[config.mk]
export PLATFORM = sky130hd
export DESIGN_NAME = register_file_32
export DESIGN_NICKNAME = d
export VERILOG_FILES = /design/src/rtl/register_file_32.sv
export SDC_FILE = /design/constraint.sdc
export NUM_CORES = 1
export LEC_CHECK = 0
export ABC_CLOCK_PERIOD_IN_PS = 35000
export CORE_MARGIN = 2
export CORE_UTILIZATION = 48
export DETAILED_ROUTE_END_ITERATION = 16
export PLACE_DENSITY_LB_ADDON = 0.2
export SYNTH_ARGS = -nofsm -noshare
export SYNTH_HDL_FRONTEND = slang
export SYNTH_SLANG_ARGS = --single-unit
[constraint.sdc]
create_clock -name Clock -period 35 [get_ports Clock]
set_clock_uncertainty 0.1 [all_clocks]
set_input_delay 5.25 -clock Clock [delete_from_list [all_inputs] [get_ports Clock]]
set_output_delay 5.25 -clock Clock [all_outputs]
set_load 0.02 [all_outputs]
[src/rtl/register_file_32.sv]
// Eight-entry 32-bit operand register file (R1..R4, S1..S4) feeding the ALU.
// Two combinational read ports; one write function per clock applied to all enabled entries.

module register_file_32_cell #(
    parameter logic [31:0] RESET_VALUE = 32'h0000_0000
) (
    input  logic        Clock,
    input  logic        Reset,
    input  logic        en,
    input  logic [2:0]  fun_sel,
    input  logic [31:0] din,
    output logic [31:0] q
);
    always_ff @(posedge Clock) begin
        if (Reset) begin
            q <= RESET_VALUE;
        end else if (en) begin
            case (fun_sel)
                3'b000:  q <= q - 32'd1;
                3'b001:  q <= q + 32'd1;
                3'b010:  q <= din;
                3'b011:  q <= 32'h0000_0000;
                3'b100:  q <= {24'h00_0000, din[7:0]};
                3'b101:  q <= {q[31:16], din[15:0]};
                3'b110:  q <= {q[23:0], din[7:0]};
                default: q <= {{16{din[15]}}, din[15:0]};
            endcase
        end
    end
endmodule

module register_file_32 #(
    parameter logic [31:0] RESET_VALUE = 32'h0000_0000,
    parameter int          NUM_REGS    = 8,
    parameter int          REG_W       = 32
) (
    input  logic             Clock,
    input  logic             Reset,
    input  logic [REG_W-1:0] I,
    input  logic [2:0]       FunSel,
    input  logic [3:0]       RegSel,
    input  logic [3:0]       ScrSel,
    input  logic [2:0]       OutASel,
    input  logic [2:0]       OutBSel,
    output logic [REG_W-1:0] OutA,
    output logic [REG_W-1:0] OutB
);
    logic [NUM_REGS-1:0]            en_vec;
    logic [NUM_REGS-1:0][REG_W-1:0] regs;

    // Entry k uses the same index as the read-select code, so R1 (code 0) takes the MSB.
    assign en_vec = {RegSel, ScrSel};

    for (genvar k = 0; k < NUM_REGS; k++) begin : g_reg
        register_file_32_cell #(
            .RESET_VALUE(RESET_VALUE)
        ) u_cell (
            .Clock  (Clock),
            .Reset  (Reset),
            .en     (en_vec[NUM_REGS-1-k]),
            .fun_sel(FunSel),
            .din    (I),
            .q      (regs[k])
        );
    end

    assign OutA = regs[OutASel];
    assign OutB = regs[OutBSel];
endmodule

# Yosys cells after proc, flatten, opt, wreduce, memory -nomap -nowiden
# Index checks and enable logic that the tools add are counted.
# word_totals
elab_cells,62
regBits,256
output_inout_bits,64
# classes
bitwise_logic,1
mux,12
eq_ne,6
add_sub_neg,16
magnitude_cmp,2
reduce_logical,9
# ops
op,n
one-hot mux 32 bit (7 select lines),8
adder 32 x 1 -> 32 bit (second input constant),8
subtractor 32 x 1 -> 32 bit (second input constant),8
binary-select mux 32 bit (select 3 bit),2
two-way mux 32 bit,2
AND reduction 2 bit,8
== test 3 bit (second input constant),3
less-than comparator 3 x 4 -> 1 bit (second input constant),2
== test 3 x 2 -> 1 bit (second input constant),2
== test 3 x 1 -> 1 bit (second input constant),1
zero test 3 bit,1
NOT 1 bit,1

# Longest topological paths before layout
# depth
ltp_word,3
depth_mapped,17

# Hierarchy
# From an unflattened synthesis, not the netlist that was laid out.
# unflattened
cells_unflattened,3954
hier_area_um2,31788.0
# by_module_without_submodules
module,cells_each,n_inst,seq_area_each_um2,area_each_um2
register_file_32_cell at g_reg[2].u_cell ...,464,5,640.6,3428.3
register_file_32_cell at g_reg[0].u_cell ...,461,2,640.6,3470.8
register_file_32,228,1,0.0,4152.7
register_file_32_cell at g_reg[7].u_cell,484,1,640.6,3552.2

# Worst setup path before layout
# Ideal clock, no wire load.
# synth_path
path_type,input port to flip-flop
start,input port FunSel[2]
end,register g_reg[4].u_cell.q[30]
required_time_ps,34779
path_stages,16
path_slack_ps,19733
arrival_ps,15046
cell_sequence,clkbuf_1 nor2_1 clkbuf_1 clkbuf_1 nand2_1 fa_1 a21o_1 a21o_1 a21oi_2 o31ai_2 o41ai_4 o221ai_2 a311o_1 a221oi_2 xor2_1 o21ai_1
# synth_via
elab_chain_cells,3
word_cells_on_any_way,10
# synth_rtl
item,line_no,text
from (decl),40,"input logic [2:0] FunSel,"
branches (longest 3 deep; another with one-hot mux 32 bit (7 select lines)),-,
to (signal assigned),19,3'b000: q <= q - 32'd1;
to (signal assigned),20,3'b001: q <= q + 32'd1;
to (signal assigned),21,3'b010: q <= din;
to (decl),12,output logic [31:0] q
# Several ways; the timed one is not identified.
# A chain may end at the register's enable or synchronous reset.

# Worst setup path after layout
# layout_path
start,input port OutASel[0]
end,output port OutA[16]
# layout_via
elab_chain_cells,2
# layout_rtl
item,line_no,text
from (decl),43,"input logic [2:0] OutASel,"
binary-select mux 32 bit (select 3 bit),67,assign OutA = regs[OutASel];
two-way mux 32 bit (not written as such),67,
to (decl),45,"output logic [REG_W-1:0] OutA,"
# No other way between the ends. The select of a mux whose other input is x is not followed.

==> flow_summary.ini <==
[status]
status = complete, no violations

[yosys]
yosysMostFrequentCell = nor2_1
synth_edf_count = 0
synth.area.top_cells = dfxtp_1 18%, ha_1 13%, mux4_2 10%
synthCells = 3464
synth_flop_cell = dfxtp_1
syn_area_um2 = 28200
yosysTopAreaCellShare_pct = 18.2
synth_top_area_cell = dfxtp_1
synth_nets = 3808
ys_warn_count = 0
synthDistinctLibCells = 87
ys_seq_elements = 256
yosysSeqAreaShare_pct = 18.2
synthTopCellsByCount = 366 x nor2_1, 333 x a21oi_1, 324 x nand2_1
syn_area_per_cell_um2 = 8.14
ys_async_sr_fraction_pct = 0

[sta]
hold_viol_final = 0
fin_crit_sh_pct = 37.6
rsz0062_at_grt = false
tightest_slew_ns = 1.10
layout_setup_ws_ns = 21.83
finalCriticalPeriod_ns = 13.17
setup_viol = 0
relSlewSlack_pct = 26.6
maxSlewViolCount = 0
setup_tns_ns = 0
fmax_mhz = 75.9

[routing]
firstDrtPassIters = 6
post_drt_via_cell_ratio = 6.93
wl_per_cell_um = 28.1
drc_errors = 0
drt_iter0_markers = 3031
wirelength_um = 118000
num_vias = 29200
ant_nets = 0

[min_path]
hold_path_class = reg -> reg

[layout]
final_area_um2 = 30800
largest_reg_flops = 256
multi_input_area_um2 = 22100
instances_no_fill = 4217
max_flop_register = g.u_cell.q
layout.nets = 3770
area_growth_syn_to_layout_pct = 9.42
final-seq-area_um2 = 5120
reg_top3 = g.u_cell.q x256
drive_gt1_share_pct = 9.94
final.fill_count = 5513

[grt]
gr-total-overflow = 0
grt_max_degree = 157
grt_pass1_vias = 27800
grt_pass1_wl_um = 175000
grtUsageTotal_pct = 38.2
grtUsageMet1_pct = 50.1
antenna_found_initial = 5
grtUsageMet2_pct = 59.9
met3_usage_pct = 9.67
busiest_layer = met2

[clocking]
root_buffer = clkbuf_16
numCtsBuffers = 35
cts_tree = done
cts.sinks = 256
cts_setup_buffers = 0
cts_buffer_depth = 3
ctsHoldBuffers = 0
h-tree-depth = 2
clkTransAtPathRegs_ns = 0.06
cts_resized = 0
clk_latency_ns = 0.57

[critical_path]
worst_setup_path_start_kind = input port
end_kind = primary output
crit_required_ns = 29.65
crit_arrival_ns = 7.82
worstSetupPathType = in -> out
crit_fanout = 55

[placed_design]
gp_congestion = 1.02
hpwl_um = 87500
portBuffers = 114
dp_slack_ns = 21.87
dp.cells = 4154
placed_cell_area_um2 = 29700

[power_and_ir_drop]
ir_drop_v = 0.0000294
p_sw_mw = 0.589
p_seq_share_pct = 27.8
intPower_mw = 0.811
p_leak_nw = 12.8
pwr-share-comb_pct = 46.1
switching_share_pct = 42.1
power_density_nw_per_um2 = 45.4
pwr-share-clk_pct = 26.1

[die]
std_cell_rows = 88
start_util_pct = 48.7
die-area_um2 = 60700
chipHeight_um = 246
io_pins = 115
coreArea_um2 = 57900
fp.dieW_um = 246

[run]
drv_cap = 0
## routing by layer
layer | up-vias | wire length, um
met5 | - | 50
li1 | 13100 | -
met4 | 8 | 5080
met1 | 14300 | 47400
met3 | 320 | 13100
met2 | 1526 | 52600
## worst max-delay path, stage by stage
cell             delay (ns)
buf_4                  0.19
buf_4                  0.75
mux4_2                 0.61
mux2_2                 0.36
clkdlybuf4s50_1        0.57
## cell type report
type	instances	area share (%)
antenna	1	0.00811
clock buffer	50	3.32
clock inverter	12	0.325
inverter	49	0.596
multi-input combinational	2942	71.6
sequential	256	16.6
tap	765	3.10
timing repair buffer	142	4.41
## per-stage QoR
| stage | hold WS (ns) | utilization, % | power, mW |
|---|---|---|---|
| after floorplan | 0.383 | - | 0.833 |
| after global placement | 0.438 | 51.3 | 1.01 |
| after detailed placement | 0.443 | 51.3 | 1.02 |
| after CTS | 0.452 | 53.3 | 1.39 |
| after global routing | 0.477 | 53.3 | 1.47 |
| final | 0.451 | 53.3 | 1.40 |
## cells by family after synthesis
logic type | after synthesis | share of synthesized area (%)
simple gates | 1104 | 17.6
flops | 256 | 18.2
mux | 212 | 13.5
xor+xnor | 204 | 6.36
compound gates | 1129 | 27.6
fa+ha+maj | 293 | 13.2
buf+inv | 266 | 3.54
## placed cells by master (no fill, tap or decap), types with 10 or more instances in the layout
master           synthesis  final
a211oi_1                95     95
o21ai_0                113    113
nand4_1                 26     26
dfxtp_1                256    256
clkdlybuf4s50_1          0    107
mux2_2                  66     66
a31oi_1                 36     36
nor2b_1                 21     21
or3_1                   12     12
nand2_1                324    323
nor3_1                 138    137
mux2i_1                 18     18
nand2b_1                15     15
mux4_2                 128    128
xnor2_1                119    119
a21oi_1                333    333
o21ai_1                 10     10
a21o_1                 156    156
o31ai_1                 27     27
o22ai_1                 14     14
and3_1                  18     17
ha_1                   285    285
nor2_1                 366    365
inv_1                   49     49
buf_4                    0     30
o211ai_1                22     22
a211o_1                 16     16
nand3_1                 97     97
xor2_1                  84     84
a221oi_1                98     98
clkbuf_16                0     36
o21bai_1                45     45
and2_1                  36     36
o21a_1                  28     28
a311oi_1                33     33
nor4_1                  11     11
## path summary, 6_finish.rpt
check	from	to	slack [ns]	cells past startpoint
worst max register to register	g_reg[6].u_cell.q[0]	g_reg[6].u_cell.q[22]	31.16	11
worst max-delay path	OutASel[0]	OutA[16]	21.83	5
worst min-delay path	g_reg[1].u_cell.q[28]	g_reg[1].u_cell.q[28]	0.45	2
worst min register to register	g_reg[1].u_cell.q[28]	g_reg[1].u_cell.q[28]	0.45	2
## power groups by stage
stage / registers, mW / logic, mW / clock network, mW
floorplan: 0.348 / 0.484 / 0
global placement: 0.390 / 0.622 / 0
detailed placement: 0.391 / 0.629 / 0
CTS: 0.384 / 0.634 / 0.368
global route: 0.388 / 0.700 / 0.378
finish: 0.389 / 0.645 / 0.365
Note: power is estimated with default switching activity, not from simulation.
